$ cat config.mk
export PLATFORM = sky130hd
export DESIGN_NAME = id_ex_elastic_stage
export DESIGN_NICKNAME = d
export VERILOG_FILES = /design/src/rtl/id_ex_elastic_stage.sv
export SDC_FILE = /design/constraint.sdc
export NUM_CORES = 1
export LEC_CHECK = 0
export ABC_CLOCK_PERIOD_IN_PS = 2470
export CAP_MARGIN = 10
export CORE_ASPECT_RATIO = 0.9
export CORE_MARGIN = 2
export CORE_UTILIZATION = 40
export DETAILED_ROUTE_END_ITERATION = 10
export PLACE_DENSITY = 0.67
export SYNTH_ARGS = -nofsm -noshare
export SYNTH_HDL_FRONTEND = slang
export SYNTH_SLANG_ARGS = --single-unit
$ cat constraint.sdc
create_clock -name Clk -period 2.47 [get_ports Clk]
set_input_delay 0.494 -clock Clk [delete_from_list [all_inputs] [get_ports Clk]]
set_output_delay 0.494 -clock Clk [all_outputs]
set_load 0.02 [all_outputs]
$ cat src/rtl/id_ex_elastic_stage.sv
// id_ex_elastic_stage: ID/EX valid/ready stage with two-entry skid buffer, flush and saturating stall counter
module id_ex_elastic_stage #(
   parameter int CTRL_W = 8,
   parameter int DATA_W = 123,
   parameter int CNT_W  = 16
) (
   input  logic              Clk,
   input  logic              Rst,
   input  logic              Flush,
   input  logic              In_Valid,
   output logic              In_Ready,
   input  logic [CTRL_W-1:0] In_Ctrl,
   input  logic [DATA_W-1:0] In_Data,
   output logic              Out_Valid,
   input  logic              Out_Ready,
   output logic [CTRL_W-1:0] Out_Ctrl,
   output logic [DATA_W-1:0] Out_Data,
   output logic [CNT_W-1:0]  Stall_Cnt
);
   logic              main_v, skid_v, in_rdy;
   logic [CTRL_W-1:0] main_c, skid_c;
   logic [DATA_W-1:0] main_d, skid_d;
   logic [CNT_W-1:0]  cnt;
   logic              accept, pop, load_main, load_skid, shift, main_v_n, skid_v_n;
   always_comb begin
      accept    = In_Valid & in_rdy;
      pop       = main_v & Out_Ready;
      load_main = ~Flush & accept & (~main_v | pop);
      load_skid = ~Flush & accept & main_v & ~pop;
      shift     = ~Flush & skid_v & pop;
      main_v_n  = ~Flush & (load_main | skid_v | (main_v & ~pop));
      skid_v_n  = ~Flush & (load_skid | (skid_v & ~pop));
   end
   always_ff @(posedge Clk) begin
      if (Rst) begin
         main_v <= 1'b0;
         skid_v <= 1'b0;
         in_rdy <= 1'b1;
         main_c <= '0;
         main_d <= '0;
         skid_c <= '0;
         skid_d <= '0;
         cnt    <= '0;
      end else begin
         main_v <= main_v_n;
         skid_v <= skid_v_n;
         in_rdy <= ~skid_v_n;
         main_c <= shift ? skid_c : load_main ? In_Ctrl : main_c;
         main_d <= shift ? skid_d : load_main ? In_Data : main_d;
         skid_c <= load_skid ? In_Ctrl : skid_c;
         skid_d <= load_skid ? In_Data : skid_d;
         cnt    <= (main_v & ~Out_Ready & ~&cnt) ? cnt + 1'b1 : cnt;
      end
   end
   assign In_Ready  = in_rdy;
   assign Out_Valid = main_v;
   assign Out_Ctrl  = main_c & {CTRL_W{main_v}};
   assign Out_Data  = main_d;
   assign Stall_Cnt = cnt;
endmodule

* Word level (Yosys, flattened, before mapping) *
Index checks and enable logic that the tools add are counted.

word-level totals
  register bits = 281
  latch bits = 0
  RAM bits = 0
  ROM bits = 0
  input port bits = 136
  output and inout port bits = 149
  logic and storage cells = 40
  memories kept = 0

cells by class
  add/subtract/negate cells = 1
  multipliers = 0
  div/mod/pow operators = 0
  order comparisons = 0
  eq/ne operators = 0
  shifts and indexed selects = 0
  muxes and demuxes = 4
  bitwise logic cells = 24
  reduce and logical (&&, ||, !) cells = 3

operator list
  cell                                                             count
  123-bit 2-to-1 mux                                               2
  16-bit by 1-bit adder with 16-bit output, second input constant  1
  8-bit 2-to-1 mux                                                 2
  16-bit AND reduction                                             1
  1-bit bitwise AND                                                14
  8-bit bitwise AND                                                1
  1-bit inverter                                                   5
  1-bit OR                                                         4
  2-bit nonzero test                                               1
  1-bit logical NOT                                                1

* Longest topological paths before layout *
  word-level depth = 7
  mapped depth = 9
  gate-level depth less buffers = 5

* Least setup slack after synthesis *
Ideal clock, no wire load.

  kind = register -> register
  from = reg cnt[0], in the netlist Stall_Cnt[0]
  to = reg cnt[14], in the netlist Stall_Cnt[14]
  library setup time = 0.121 ns
  data arrival time = 1.887 ns
  required time = 2.349 ns
  path slack = 0.462 ns
  cell stages (with the launch flop) = 6
  buffers on the path = 0
  period minus slack after synthesis = 2.008 ns
  path through = dfxtp_1 ha_1 nand3_1 or3_4 nor4_1 mux2_2

between the ends
  longest elaborated chain between the ends = 3
  elaborated cells between the ends (all ways) = 4
  those cells by class = 1 x add/sub; 1 x bitwise; 2 x reduce/logical

RTL lines
  element                                                                           RTL line  source
  start, declared                                                                   23        logic [CNT_W-1:0] cnt;
  start signal, assigned                                                            52        cnt <= (main_v & ~Out_Ready & ~&cnt) ? cnt + 1'b1 : cnt;
  branches (longest 3 deep; another with 16-bit by 1-bit adder with 16-bit output)  n/a

Parallel ways; which one is timed is not known.
A chain may end at the register's enable or synchronous reset.

* Final worst setup path *
  from = reg main_v, in the netlist Out_Valid
  to = out Out_Ctrl[6]

between the ends
  longest elaborated chain between the ends = 1

RTL lines
  element                 RTL line  source
  start, declared         20        logic main_v, skid_v, in_rdy;
  start signal, assigned  45        main_v <= main_v_n;
  8-bit bitwise AND       57        assign Out_Ctrl = main_c & {CTRL_W{main_v}};
  end, declared           16        output logic [CTRL_W-1:0] Out_Ctrl,

Every way passes these cells.

==> impl_metrics.csv <==
group,metric,value,unit
timing,hold_viol,0,
clock_network,clk_pin_slew,0.06,ns
yosys,synthFlopType,"dfxtp_1",
timing,rsz0062_at_grt,"false",
setup_path,crit_path_end_kind,"output pin",
yosys,yosysMostFrequentCell,"dfxtp_1",
route,drtPass1Iterations,5,
power,powerDensity,679,nW/µm²
clock_network,cts_tree,"yes",
floorplan,ios,285,
yosys,synth_area_leaders,"dfxtp_1 (49%), mux2i_1 (11%), nand2_1 (8.8%)",
global_route,grt_pass1_wl,47900,µm
route,remaining_drc_errors,0,
placement,dp.cells,1855,
floorplan,core-area,28100,µm²
clock_network,cts.sinks,281,
timing,period_needed,2.35,ns
finish,drive_gt1_share,9.48,%
global_route,grt-ovfl-total,0,
floorplan,die_w,182,µm
job,drv_cap,0,
timing,report.final.slew_viol_count,0,
clock_network,clockRootBuffer,"clkbuf_16",
finish,nets,1664,
yosys,async_reset_ff_share,0,%
global_route,track_usage,19.4,%
global_route,grt_max_degree,116,
timing,finalSetupTns,0,ns
global_route,top_usage_layer,"met2",
clock_network,cts_hold_buffers,0,
clock_network,cts_resized,0,
timing,final-setup-viol-count,0,
setup_path,critical_path_class,"reg2out",
setup_path,cp_max_fo,13,
yosys,synth-edff-count,0,
timing,skew,0.00650,ns
placement,dpl-instance-area,14900,µm²
floorplan,start_util,40.8,%
placement,gp_congestion,0.826,
route,wl_per_cell,15.9,µm
global_route,grtUsageMet3,5.36,%
yosys,yosysUniqueCellTypes,41,
finish,nFillCells,2484,
clock_network,clkLatencyLatePin,0.54,ns
route,vias,9719,
timing,fmax,425,MHz
floorplan,fp-row-count,58,
timing,finalCritPeriodShare,95.2,%
route,postRouteAntennaNets,0,
route,first_iter_violations,491,
yosys,yosysTopAreaCell,"dfxtp_1",
placement,io_buffers,284,
worst_hold_path,hp-class,"reg2reg",
setup_path,cp.arrival,1.86,ns
yosys,netlist_area,11500,µm²
floorplan,fp.dieH,165,µm
global_route,met1_usage,25.5,%
timing,whs,0.451,ns
yosys,yosys-top-cells-count,"dfxtp_1 (281), nand2_1 (270), a21oi_1 (146)",
clock_network,clockBufferDepth,3,
yosys,syn_inst,1274,
route,routed_wl,30500,µm
finish,syn_to_final_growth,38.9,%
placement,dp_hpwl,20700,µm
yosys,synth_seq_area_share,49.1,%
timing,max-slew-margin-rel,43.7,%
outcome,outcome,"complete, no violations",
setup_path,critPathLaunchType,"register",
yosys,yosysTopAreaCellShare,49.1,%
yosys,ys.warnings.count,0,
route,drt-vias-per-instance,5.09,
power,leakagePower,6.34,nW
timing,tightest_slew,0.845,ns
floorplan,dieArea,30000,µm²
finish,final_cells,1911,
setup_path,critPathRequiredTime,1.98,ns
global_route,met2_usage,31.3,%
global_route,grt_pass1_vias,9143,
finish,postLayoutCellArea,15900,µm²
clock_network,cts_setup_buffers,0,
power,peakVddDrop,0.000782,V
power,power,10.8,mW
yosys,synth_nets,1411,
yosys,synth-seq-cells,281,
clock_network,htreeDepth,1,
clock_network,cts_buffers,30,
global_route,grt_antenna_before_repair,0,
yosys,postSynthAreaPerCell,8.99,µm²
==> path summary, 6_finish.rpt <==
check / start / to / slack [ns] / depth (start not counted)
min: skid_d[86]$_SDFFE_PP0P_ / skid_d[86]$_SDFFE_PP0P_ / 0.45 / 2
max reg2reg: Stall_Cnt[0]$_SDFFE_PP0P_ / Stall_Cnt[14]$_SDFFE_PP0P_ / 0.41 / 5
max: Out_Valid$_SDFF_PP0_ / Out_Ctrl[6] / 0.12 / 2
min reg2reg: skid_d[86]$_SDFFE_PP0P_ / skid_d[86]$_SDFFE_PP0P_ / 0.45 / 2
==> area by class of cell <==
class	count	area (µm²)	area share [%]
Inverter	1	3.75	0.0236
Clock buffer	44	895	5.62
Multi-Input combinational cell	885	5300	33.3
Tap cell	360	450	2.83
Clock inverter	11	155	0.975
Timing Repair Buffer	328	3480	21.9
Antenna cell	1	2.50	0.0157
Sequential cell	281	5630	35.3
==> registers in the layout, indices dropped and copies added (netlist names) <==
register   count
skid_c         8
Out_Valid      1
skid_v         1
In_Ready       1
Stall_Cnt     16
Out_Data     123
skid_d       123
main_c         8
==> report_power, final <==
group / switching, mW / internal (mW)
Combinational: 0.645 / 0.645
Clock: 1.82 / 2.91
Sequential: 0.0923 / 4.70
==> per-stage QoR <==
step / util, % / setup WS [ns]
floorplan: - / 0.462
global placement: 52.9 / 0.0529
detailed placement: 52.9 / 0.0269
CTS: 56.7 / 0.0800
global route: 56.7 / 0.00134
finish: 56.7 / 0.119
==> worst max-delay path: stages (launching register included) <==
cell and delay (ns):
dfxtp_1 0.53, and2_1 0.19, clkdlybuf4s50_1 0.60
==> routing by layer <==
| metal | vias to the layer above | part of all wire (%) |
|---|---|---|
| met5 | - | 0 |
| met4 | 0 | 2.5 |
| met3 | 48 | 6.5 |
| met2 | 217 | 46 |
| met1 | 4527 | 45 |
| li1 | 4927 | - |
==> logic make-up (layout without fill, tap and decap cells) <==
group | after synthesis | after routing | synth area share [%]
buffers and inverters | 108 | 384 | 4.81
and+or+nand+nor | 456 | 456 | 16.5
AOI/OAI and AO/OA | 295 | 295 | 17.8
muxes | 133 | 133 | 11.6
other | 0 | 1 | 0
adders and majority gates | 1 | 1 | 0.109
DFF | 281 | 281 | 49.1
==> cells in the final DEF, fill, tap and decap left out, types with 2 or more instances in the layout <==
cell type        count
bufinv_16            4
mux2i_1            131
a211oi_1            93
clkbuf_1             6
or3_4                3
nor2_1             134
dfxtp_1            281
clkbuf_16           31
nor2b_1              3
clkdlybuf4s50_1    283
nand2_1            270
o31ai_1              6
nand3_1              5
and2_1               9
clkbuf_8             7
nand4_1              3
buf_4               20
nor4_1               2
or4_1                4
o21ai_0              6
nor3_1               5
a211oi_2            40
mux2_2               2
a21oi_1            146
clkinv_2             7
and4_1               2
or3_1                6
buf_12              24
Power figures use the tool's default switching activity.
